[src/rtl/uart_tx_arbiter_if.sv]
// Byte-source / shifter bundle for uart_tx_arbiter; gap_bits exists only with TX_GAP_EN.
interface uart_tx_arbiter_if #(
    parameter int NREQ = 4
`ifdef TX_GAP_EN
    , parameter int GAP_W = 4
`endif
);
    localparam int OW = (NREQ > 1) ? $clog2(NREQ) : 1;

    logic [NREQ-1:0]   req;
    logic [NREQ-1:0]   last;
    logic [8*NREQ-1:0] data;
    logic [NREQ-1:0]   ack;
    logic [OW-1:0]     owner;
    logic              active;
    logic              tx_start;
    logic [7:0]        tx_data;
    logic              tx_busy;
`ifdef TX_GAP_EN
    logic [GAP_W-1:0]  gap_bits;
`endif

    modport master (
`ifdef TX_GAP_EN
        output gap_bits,
`endif
        output req, last, data, tx_busy,
        input  ack, owner, active, tx_start, tx_data
    );

    modport slave (
`ifdef TX_GAP_EN
        input  gap_bits,
`endif
        input  req, last, data, tx_busy,
        output ack, owner, active, tx_start, tx_data
    );
endinterface

[src/rtl/uart_tx_arbiter.sv]
// Round-robin, message-locking arbiter sharing one UART shifter; grant 1 bclk after req in IDLE,
// sources wait on ack, shifter paces via tx_busy. TX_GAP_EN adds idle bit times after each frame.
module uart_tx_arbiter #(
    parameter int NREQ     = 4,
    parameter int LOCK_TMO = 64
`ifdef TX_GAP_EN
    , parameter int GAP_W  = 4
`endif
) (
    input  logic             reset,
    input  logic             bclk,
    uart_tx_arbiter_if.slave bus
);
    localparam int OW = (NREQ > 1) ? $clog2(NREQ) : 1;
    localparam int TW = (LOCK_TMO > 1) ? $clog2(LOCK_TMO) : 1;

    typedef enum logic [2:0] {
        IDLE  = 3'd0,
        START = 3'd1,
        SEND  = 3'd2,
`ifdef TX_GAP_EN
        GAP   = 3'd3,
`endif
        HOLD  = 3'd4
    } state_t;

    state_t          state, state_n;
    logic [OW-1:0]   owner_q, owner_n, rr_q, rr_n, grant_src;
    logic [7:0]      txd_q, txd_n;
    logic            start_q, start_n, active_q, active_n, lock_q, lock_n;
    logic [NREQ-1:0] ack_q, ack_n;
    logic [TW-1:0]   tmr_q, tmr_n;
    logic            grant, finish;
`ifdef TX_GAP_EN
    logic [GAP_W-1:0] gap_q, gap_n;
`endif

    // Scan downward so the nearest requester after the pointer is assigned last and wins.
    function automatic logic [OW-1:0] rr_pick(input logic [NREQ-1:0] r, input logic [OW-1:0] p);
        logic [OW-1:0] w;
        int idx;
        w = p;
        for (int k = NREQ; k >= 1; k--) begin
            idx = (int'(p) + k) % NREQ;
            if (r[idx]) w = idx[OW-1:0];
        end
        return w;
    endfunction

    always_comb begin
        state_n   = state;
        owner_n   = owner_q;
        rr_n      = rr_q;
        txd_n     = txd_q;
        start_n   = start_q;
        ack_n     = '0;
        active_n  = active_q;
        lock_n    = lock_q;
        tmr_n     = tmr_q;
        grant     = 1'b0;
        finish    = 1'b0;
        grant_src = owner_q;
`ifdef TX_GAP_EN
        gap_n     = gap_q;
`endif
        case (state)
            IDLE: begin
                active_n = 1'b0;
                if (bus.req != '0 && !bus.tx_busy) begin
                    grant     = 1'b1;
                    grant_src = rr_pick(bus.req, rr_q);
                    rr_n      = grant_src;
                end
            end
            START: begin
                if (bus.tx_busy) begin
                    start_n = 1'b0;
                    state_n = SEND;
                end
            end
            SEND: begin
                if (!bus.tx_busy) begin
`ifdef TX_GAP_EN
                    if (bus.gap_bits != '0) begin
                        gap_n   = bus.gap_bits;
                        state_n = GAP;
                    end else begin
                        finish = 1'b1;
                    end
`else
                    finish = 1'b1;
`endif
                end
            end
`ifdef TX_GAP_EN
            GAP: begin
                if (gap_q <= GAP_W'(1)) finish = 1'b1;
                else                    gap_n  = gap_q - 1'b1;
            end
`endif
            HOLD: begin
                if (bus.req[owner_q]) begin
                    grant = 1'b1;
                end else if (tmr_q == TW'(LOCK_TMO - 1)) begin
                    lock_n   = 1'b0;
                    active_n = 1'b0;
                    state_n  = IDLE;
                end else begin
                    tmr_n = tmr_q + 1'b1;
                end
            end
            default: state_n = IDLE;
        endcase

        // Post-frame decision: a locked owner keeps the line, rr stays on it.
        if (finish) begin
            if (lock_q && bus.req[owner_q]) begin
                grant = 1'b1;
            end else if (lock_q) begin
                tmr_n   = '0;
                state_n = HOLD;
            end else begin
                active_n = 1'b0;
                state_n  = IDLE;
            end
        end

        if (grant) begin
            owner_n          = grant_src;
            txd_n            = bus.data[8*int'(grant_src) +: 8];
            start_n          = 1'b1;
            ack_n[grant_src] = 1'b1;
            active_n         = 1'b1;
            lock_n           = ~bus.last[grant_src];
            state_n          = START;
        end
    end

    always_ff @(posedge bclk or posedge reset) begin
        if (reset) begin
            state    <= IDLE;
            owner_q  <= '0;
            rr_q     <= OW'(NREQ - 1);
            txd_q    <= 8'h00;
            start_q  <= 1'b0;
            ack_q    <= '0;
            active_q <= 1'b0;
            lock_q   <= 1'b0;
            tmr_q    <= '0;
`ifdef TX_GAP_EN
            gap_q    <= '0;
`endif
        end else begin
            state    <= state_n;
            owner_q  <= owner_n;
            rr_q     <= rr_n;
            txd_q    <= txd_n;
            start_q  <= start_n;
            ack_q    <= ack_n;
            active_q <= active_n;
            lock_q   <= lock_n;
            tmr_q    <= tmr_n;
`ifdef TX_GAP_EN
            gap_q    <= gap_n;
`endif
        end
    end

    assign bus.ack      = ack_q;
    assign bus.owner    = owner_q;
    assign bus.active   = active_q;
    assign bus.tx_start = start_q;
    assign bus.tx_data  = txd_q;
endmodule

[src/flat_wrapper.sv]
// flat-port wrapper written by rule: the top's interface ports become plain ports
module uart_tx_arbiter_flat 
#(
    parameter int NREQ     = 4,
    parameter int LOCK_TMO = 64

)
  (reset, bclk, bus_req, bus_last, bus_data, bus_tx_busy, bus_ack, bus_owner, bus_active, bus_tx_start, bus_tx_data);
  uart_tx_arbiter_if #(.NREQ(NREQ)) bus_i ();
  input  logic reset;
  input  logic bclk;
  input wire logic [$bits(bus_i.req)-1:0] bus_req;
  input wire logic [$bits(bus_i.last)-1:0] bus_last;
  input wire logic [$bits(bus_i.data)-1:0] bus_data;
  input wire logic [$bits(bus_i.tx_busy)-1:0] bus_tx_busy;
  output wire logic [$bits(bus_i.ack)-1:0] bus_ack;
  output wire logic [$bits(bus_i.owner)-1:0] bus_owner;
  output wire logic [$bits(bus_i.active)-1:0] bus_active;
  output wire logic [$bits(bus_i.tx_start)-1:0] bus_tx_start;
  output wire logic [$bits(bus_i.tx_data)-1:0] bus_tx_data;
  assign bus_i.req = bus_req;
  assign bus_i.last = bus_last;
  assign bus_i.data = bus_data;
  assign bus_i.tx_busy = bus_tx_busy;
  assign bus_ack = bus_i.ack;
  assign bus_owner = bus_i.owner;
  assign bus_active = bus_i.active;
  assign bus_tx_start = bus_i.tx_start;
  assign bus_tx_data = bus_i.tx_data;
  uart_tx_arbiter #(.NREQ(NREQ), .LOCK_TMO(LOCK_TMO)) u_core (.reset(reset), .bclk(bclk), .bus(bus_i));
endmodule
[config.mk]
export PLATFORM = sky130hd
export DESIGN_NAME = uart_tx_arbiter_flat
export DESIGN_NICKNAME = d
export VERILOG_FILES = /design/src/rtl/uart_tx_arbiter_if.sv /design/src/rtl/uart_tx_arbiter.sv /design/src/flat_wrapper.sv
export SDC_FILE = /design/constraint.sdc
export NUM_CORES = 1
export LEC_CHECK = 0
export ABC_AREA = 1
export CAP_MARGIN = 20
export CORE_ASPECT_RATIO = 0.9
export CORE_MARGIN = 4
export CORE_UTILIZATION = 51
export DETAILED_ROUTE_END_ITERATION = 12
export PLACE_DENSITY = 0.86
export SKIP_LAST_GASP = 1
export SLEW_MARGIN = 5
export SYNTH_ARGS = -nofsm -noshare
export SYNTH_HDL_FRONTEND = slang
export SYNTH_SLANG_ARGS = --single-unit
[constraint.sdc]
create_clock -name bclk -period 4.5 [get_ports bclk]
set_input_delay 0.9 -clock bclk [delete_from_list [all_inputs] [get_ports bclk]]
set_output_delay 0.9 -clock bclk [all_outputs]
set_load 0.02 [all_outputs]
# [Yosys cells after proc, flatten, opt, wreduce, memory -nomap -nowiden]
# Cells that the tools add are included.
[word_totals] register_bits=28 out_inout_bits=16 inputBits=43 elab_cells=110
[op_classes] bitwise=5 n_mux=60 eq_ne=5 n_lt_le_gt_ge=7 addsub=5 n_shift=1 n_reduce_logical=18
[op_table] op="two-way mux 6 bit" count=6
[op_table] op="indexed part select 32 x 6 -> 8 bit" count=1
[op_table] op="two-way mux 1 bit" count=30
[op_table] op="two-way mux 3 bit" count=7
[op_table] op="< comparator 3 x 4 -> 1 bit (second input constant)" count=4
[op_table] op="binary-select mux 1 bit (select 2 bit)" count=6
[op_table] op="two-way mux 2 bit" count=6
[op_table] op="OR reduction 2 bit" count=5
[op_table] op="case mux 3 bit (3 select lines)" count=1
[op_table] op="nonzero test 2 bit" count=4
[op_table] op="adder 6 x 1 -> 6 bit (second input constant)" count=1
[op_table] op="equality test 6 bit (second input constant)" count=1
[op_table] op="< comparator 2 x 3 -> 1 bit (second input constant)" count=2
[op_table] op="adder 2 x 1 -> 2 bit (second input constant)" count=2
[op_table] op="adder 2 bit (second input constant)" count=2
[op_table] op="bitwise AND 1 bit (first input constant)" count=4
[op_table] op="two-way mux 4 bit" count=1
[op_table] op="case mux 1 bit (2 select lines)" count=2
[op_table] op="AND reduction 2 bit" count=2
[op_table] op="nonzero test 4 bit" count=1
[op_table] op="equality test 3 x 1 -> 1 bit (second input constant)" count=1
[op_table] op="equality test 3 x 2 -> 1 bit (second input constant)" count=1
[op_table] op="equality test 3 bit (second input constant)" count=1
[op_table] op="logical AND 1 bit" count=3
[op_table] op="7 further kinds" count=7

# [Logic depth before layout (Yosys ltp)]
[depth] word_depth=17 mapped_depth=16 mapped_depth_nobuf=15

# [Worst setup path after synthesis]
# OpenSTA, ideal clock, no wires.
[synth_timing] path_kind="input to register" startpoint="input bus_req[0]" endpoint="register u_core.txd_q[1], in the netlist u_core.bus.tx_data[1]" setup_time_ps=117 arrival_ps=1963 n_path_buf=1 path_stages=10 slack_ps=2420 t_required_ps=4383 path_cell_list="clkinv_1 o21ai_1 nand2_1 nor2_1 a21oi_4 inv_2 buf_4 nand2_1 nor2_1 nor2_1"
[synth_via] elab_chain_cells=10 word_cells_on_any_way=29 classes_between="shift (1); mux (25); reduce/logical (3)"
[synth_rtl] element="start: declaration" line_no="flat_wrapper.sv:12" rtl="input wire logic [$bits(bus_i.req)-1:0] bus_req;"
[synth_rtl] element="binary-select mux 1 bit (select 2 bit)" line_no="uart_tx_arbiter.sv:45" rtl="if (r[idx]) w = idx[OW-1:0];"
[synth_rtl] element="two-way mux 1 bit (implied by the code) (2 in series)" line_no="uart_tx_arbiter.sv:45"
[synth_rtl] element="two-way mux 2 bit (4 in series)" line_no="uart_tx_arbiter.sv:45"
[synth_rtl] element="two-way mux 2 bit" line_no="uart_tx_arbiter.sv:69" rtl="if (bus.req != '0 && !bus.tx_busy) begin"
[synth_rtl] element="two-way mux 2 bit" line_no="uart_tx_arbiter.sv:66" rtl="case (state)"
[synth_rtl] element="indexed part select 32 x 6 -> 8 bit" line_no="uart_tx_arbiter.sv:130" rtl="txd_n = bus.data[8*int'(grant_src) +: 8];"
[synth_rtl] element="end signal: assignment" line_no="uart_tx_arbiter.sv:157" rtl="txd_q <= txd_n;"
[synth_rtl] element="end: declaration" line_no="uart_tx_arbiter.sv:29" rtl="logic [7:0] txd_q, txd_n;"
# Parallel ways exist; a longest one is shown, timed or not. The select of a mux whose other input is x is not followed.
# A chain may end at the register's enable or synchronous reset.

# [Worst setup path in the final report]
[layout_timing] startpoint="input bus_req[3]" endpoint="register u_core.txd_q[1], in the netlist u_core.bus.tx_data[1]"
# Same word-level chain as after synthesis.

==> run_results.csv <==
group,metric,value,unit
run_status,outcome,"finished clean",
sta,final.min_clock_period,2.923,ns
power_and_ir_drop,p_leak,1.196,nW
yosys,synth_nets,313,
floorplan,design.core.area,3705,um2
critical_path,cp_cell_sequence,"clkdlybuf4s50_1, inv_1, nand4_1, nand3_2, nand2_1, nand2_2, nand3_1, nand2_1, nor2_1, nor2_1",
yosys,ys_warn_count,0,
cts,cts_buffers,3,
cells_and_area,ff_latch_area,703.2,um2
sta,rsz0062_at_grt,"false",
critical_path,critPathMaxFanout,22,
cts,cts_tree,"done",
yosys,netlist_instances,269,
grt,grt_use_total,22.25,%
sta,finalHoldViolations,0,
sta,hold_ws,0.4603,ns
floorplan,rows,21,
critical_path,cp.required,4.68,ns
placed_design,io_buffers,58,
detailed_routing,drt_iter0_drc,107,
critical_path,end_kind,"register",
yosys,synth_top_cell_area_share,33.42,%
detailed_routing,dr.pass1.iters,5,
sta,worstMarginPinSlew,0.6324,ns
floorplan,ios,59,
run,maxCapViolCount,0,
detailed_routing,vias,2005,
critical_path,critical_path_class,"input port to register",
cts,cts.clk_slew.worst_paths,0.10,ns
placed_design,dp_cells,363,
yosys,synth-edff-count,0,
critical_path,worstPathArrival,3.10,ns
power_and_ir_drop,p_sw,0.0008452,W
cells_and_area,area_growth,31.56,%
critical_path,slowest_stage,"clkdlybuf4s50_1",
floorplan,dieArea,4871,um2
sta,fmax,342.1,MHz
critical_path,slowest_delay,0.56,ns
yosys,synth_seq_cells,28,
cts,cts_resized,0,
detailed_routing,wl_per_cell,13.69,um
yosys,syn-cell-area,1947,um2
cells_and_area,n_antenna_cell,0,
power_and_ir_drop,p_seq_share,27.3,%
cells_and_area,drive_gt1_share,11.80,%
placed_design,place_congestion,0.9780,
grt,grt_start_max_net_pins,29,
cts,cts_setup_buffers,0,
yosys,syn_avg_cell_area,7.237,um2
yosys,seq_area_frac_synth,36.12,%
cts,root_buffer,"clkbuf_8",
power_and_ir_drop,switching_share,49.88,%
sta,max-slew-margin-rel,57.74,%
yosys,synth_largest_area_cell,"dfrtp_1",
detailed_routing,vias_per_cell,5.448,
sta,period_share,64.96,%
cts,cts_buffer_depth,2,
cells_and_area,finalNetCount,367,
floorplan,start_util,52.55,%
grt,grt_overflow,0,
floorplan,die_h,66.62,um
sta,setup_viol,0,
critical_path,start_kind,"input port",
power_and_ir_drop,power.internal,0.0008493,W
power_and_ir_drop,power_density,661.6,nW/um2
yosys,ys_top_cells_by_count,"47 x nand2_1, 36 x nor2_1, 34 x nand3_1",
cts,clock_latency,0.27,ns
grt,grt_pass1_wl,8576,um
power_and_ir_drop,power_frac_comb,63.4,%
cells_and_area,instances_no_fill,368,
grt,antenna_found_initial,0,
cts,htree_levels,1,
floorplan,die_w,73.13,um
sta,drv_slew,0,
grt,grt_pass1_vias,1973,
yosys,synthArstFlopShare,100.0,%
placed_design,dp_hpwl,3962,um
cells_and_area,multi_input_area,992.2,um2
power_and_ir_drop,irDropWorstVdd,0.2990,mV
cells_and_area,fill_cells,287,
yosys,synth_flop_cell,"dfrtp_1",
cts,postCtsHoldBufs,0,
detailed_routing,drc_errors,0,
yosys,yosysMostFrequentCell,"nand2_1",
detailed_routing,drt-total-wl,5037,um
yosys,synth_cell_types,30,
sta,tns,0,ns
power_and_ir_drop,clkPwrFrac,9.3,%
cts,cts_sinks,28,
sta,fin_skew,0.001684,ns
min_path,hold_path_class,"register to register",
yosys,synth.area.top_cells,"dfrtp_1 33%, nand2_1 9.1%, nand3_1 8.7%",
detailed_routing,detail-route-antenna-nets,0,
-- final cells by class --
| cell class | count | share of cell area, % |
|---|---|---|
| clock buffers | 4 | 2.149 |
| inverters | 40 | 6.155 |
| multi-input cells | 191 | 38.74 |
| flip-flops and latches | 28 | 27.45 |
| well taps | 46 | 2.247 |
| repair buffers | 59 | 23.25 |
-- layout by cell type, fill, tap and decap left out, types with 2 or more instances in the layout --
cell,count
a21oi_1,6
a31oi_1,2
clkbuf_8,4
clkdlybuf4s50_1,58
dfrtp_1,26
dfstp_2,2
inv_1,31
inv_2,7
nand2_1,47
nand2_2,10
nand2_4,5
nand3_1,34
nand3_2,4
nand4_1,19
nor2_1,36
nor3_1,8
o21ai_0,10
o21ai_1,2
-- power groups by stage --
stage               registers (W)  logic [W]  clock network (W)
CTS                      0.000461    0.00107           0.000162
global route             0.000475    0.00120           0.000170
detailed placement       0.000465    0.00107                  0
global placement         0.000462    0.00104                  0
floorplan                0.000512   0.000786                  0
finish                   0.000462    0.00107           0.000158
-- layer usage --
layer	vias up	routed length, um	GRT usage (%)
met4	0	51	5.760
met3	6	481	5.430
li1	985	-	-
met2	105	2436	36.83
met5	-	0	0
met1	909	2068	28.87
-- registers in the layout (all words and copies together) (netlist names) --
signal	flops
u_core.bus.owner	2
u_core.bus.active	1
u_core.bus.tx_data	8
u_core.bus.ack	4
u_core.lock_q	1
u_core.tmr_q	6
u_core.bus.tx_start	1
u_core.state	3
u_core.rr_q	2
-- final timing paths --
path                                      start  slack (ns)                     to  cells after the start
worst min register to register  u_core.tmr_q[2]        0.46        u_core.tmr_q[2]                      1
max in group asynchronous                 reset        3.04      u_core.bus.active                      3
worst max-delay path                 bus_req[3]        1.58  u_core.bus.tx_data[1]                     10
worst max register to register   u_core.rr_q[0]        2.09  u_core.bus.tx_data[1]                     11
worst min-delay path            u_core.tmr_q[2]        0.46        u_core.tmr_q[2]                      1
min in group asynchronous                 reset        0.97      u_core.bus.ack[1]                      2
-- through the flow --
stage	util (%)	instance area [um2]	worst slack (ns)	power, W
2_1_floorplan	-	1947	2.420	0.001297
4_1_cts	68.73	2546	1.619	0.001695
3_5_place_dp	67.24	2491	1.341	0.001533
5_1_grt	69.13	2561	1.343	0.001844
3_3_place_gp	67.24	2491	1.444	0.001499
6_report	69.13	2561	1.577	0.001695
-- cell families (layout without fill, tap and decap cells) --
logic type | count (synthesis) | after routing | synth area share, %
flip-flops | 28 | 28 | 36.12
AO/OA/AOI/OAI | 24 | 24 | 7.327
AND/OR/NAND/NOR | 166 | 166 | 42.99
buffers and inverters | 50 | 103 | 12.92
adder cells (fa/ha/maj) | 1 | 1 | 0.6426
-- critical path: cells and delay by family --
kind | cells | cell delay, ns
buffers and inverters | 2 | 0.64
AND/OR/NAND/NOR | 8 | 1.55
Note: power is estimated with default switching activity, not from simulation.
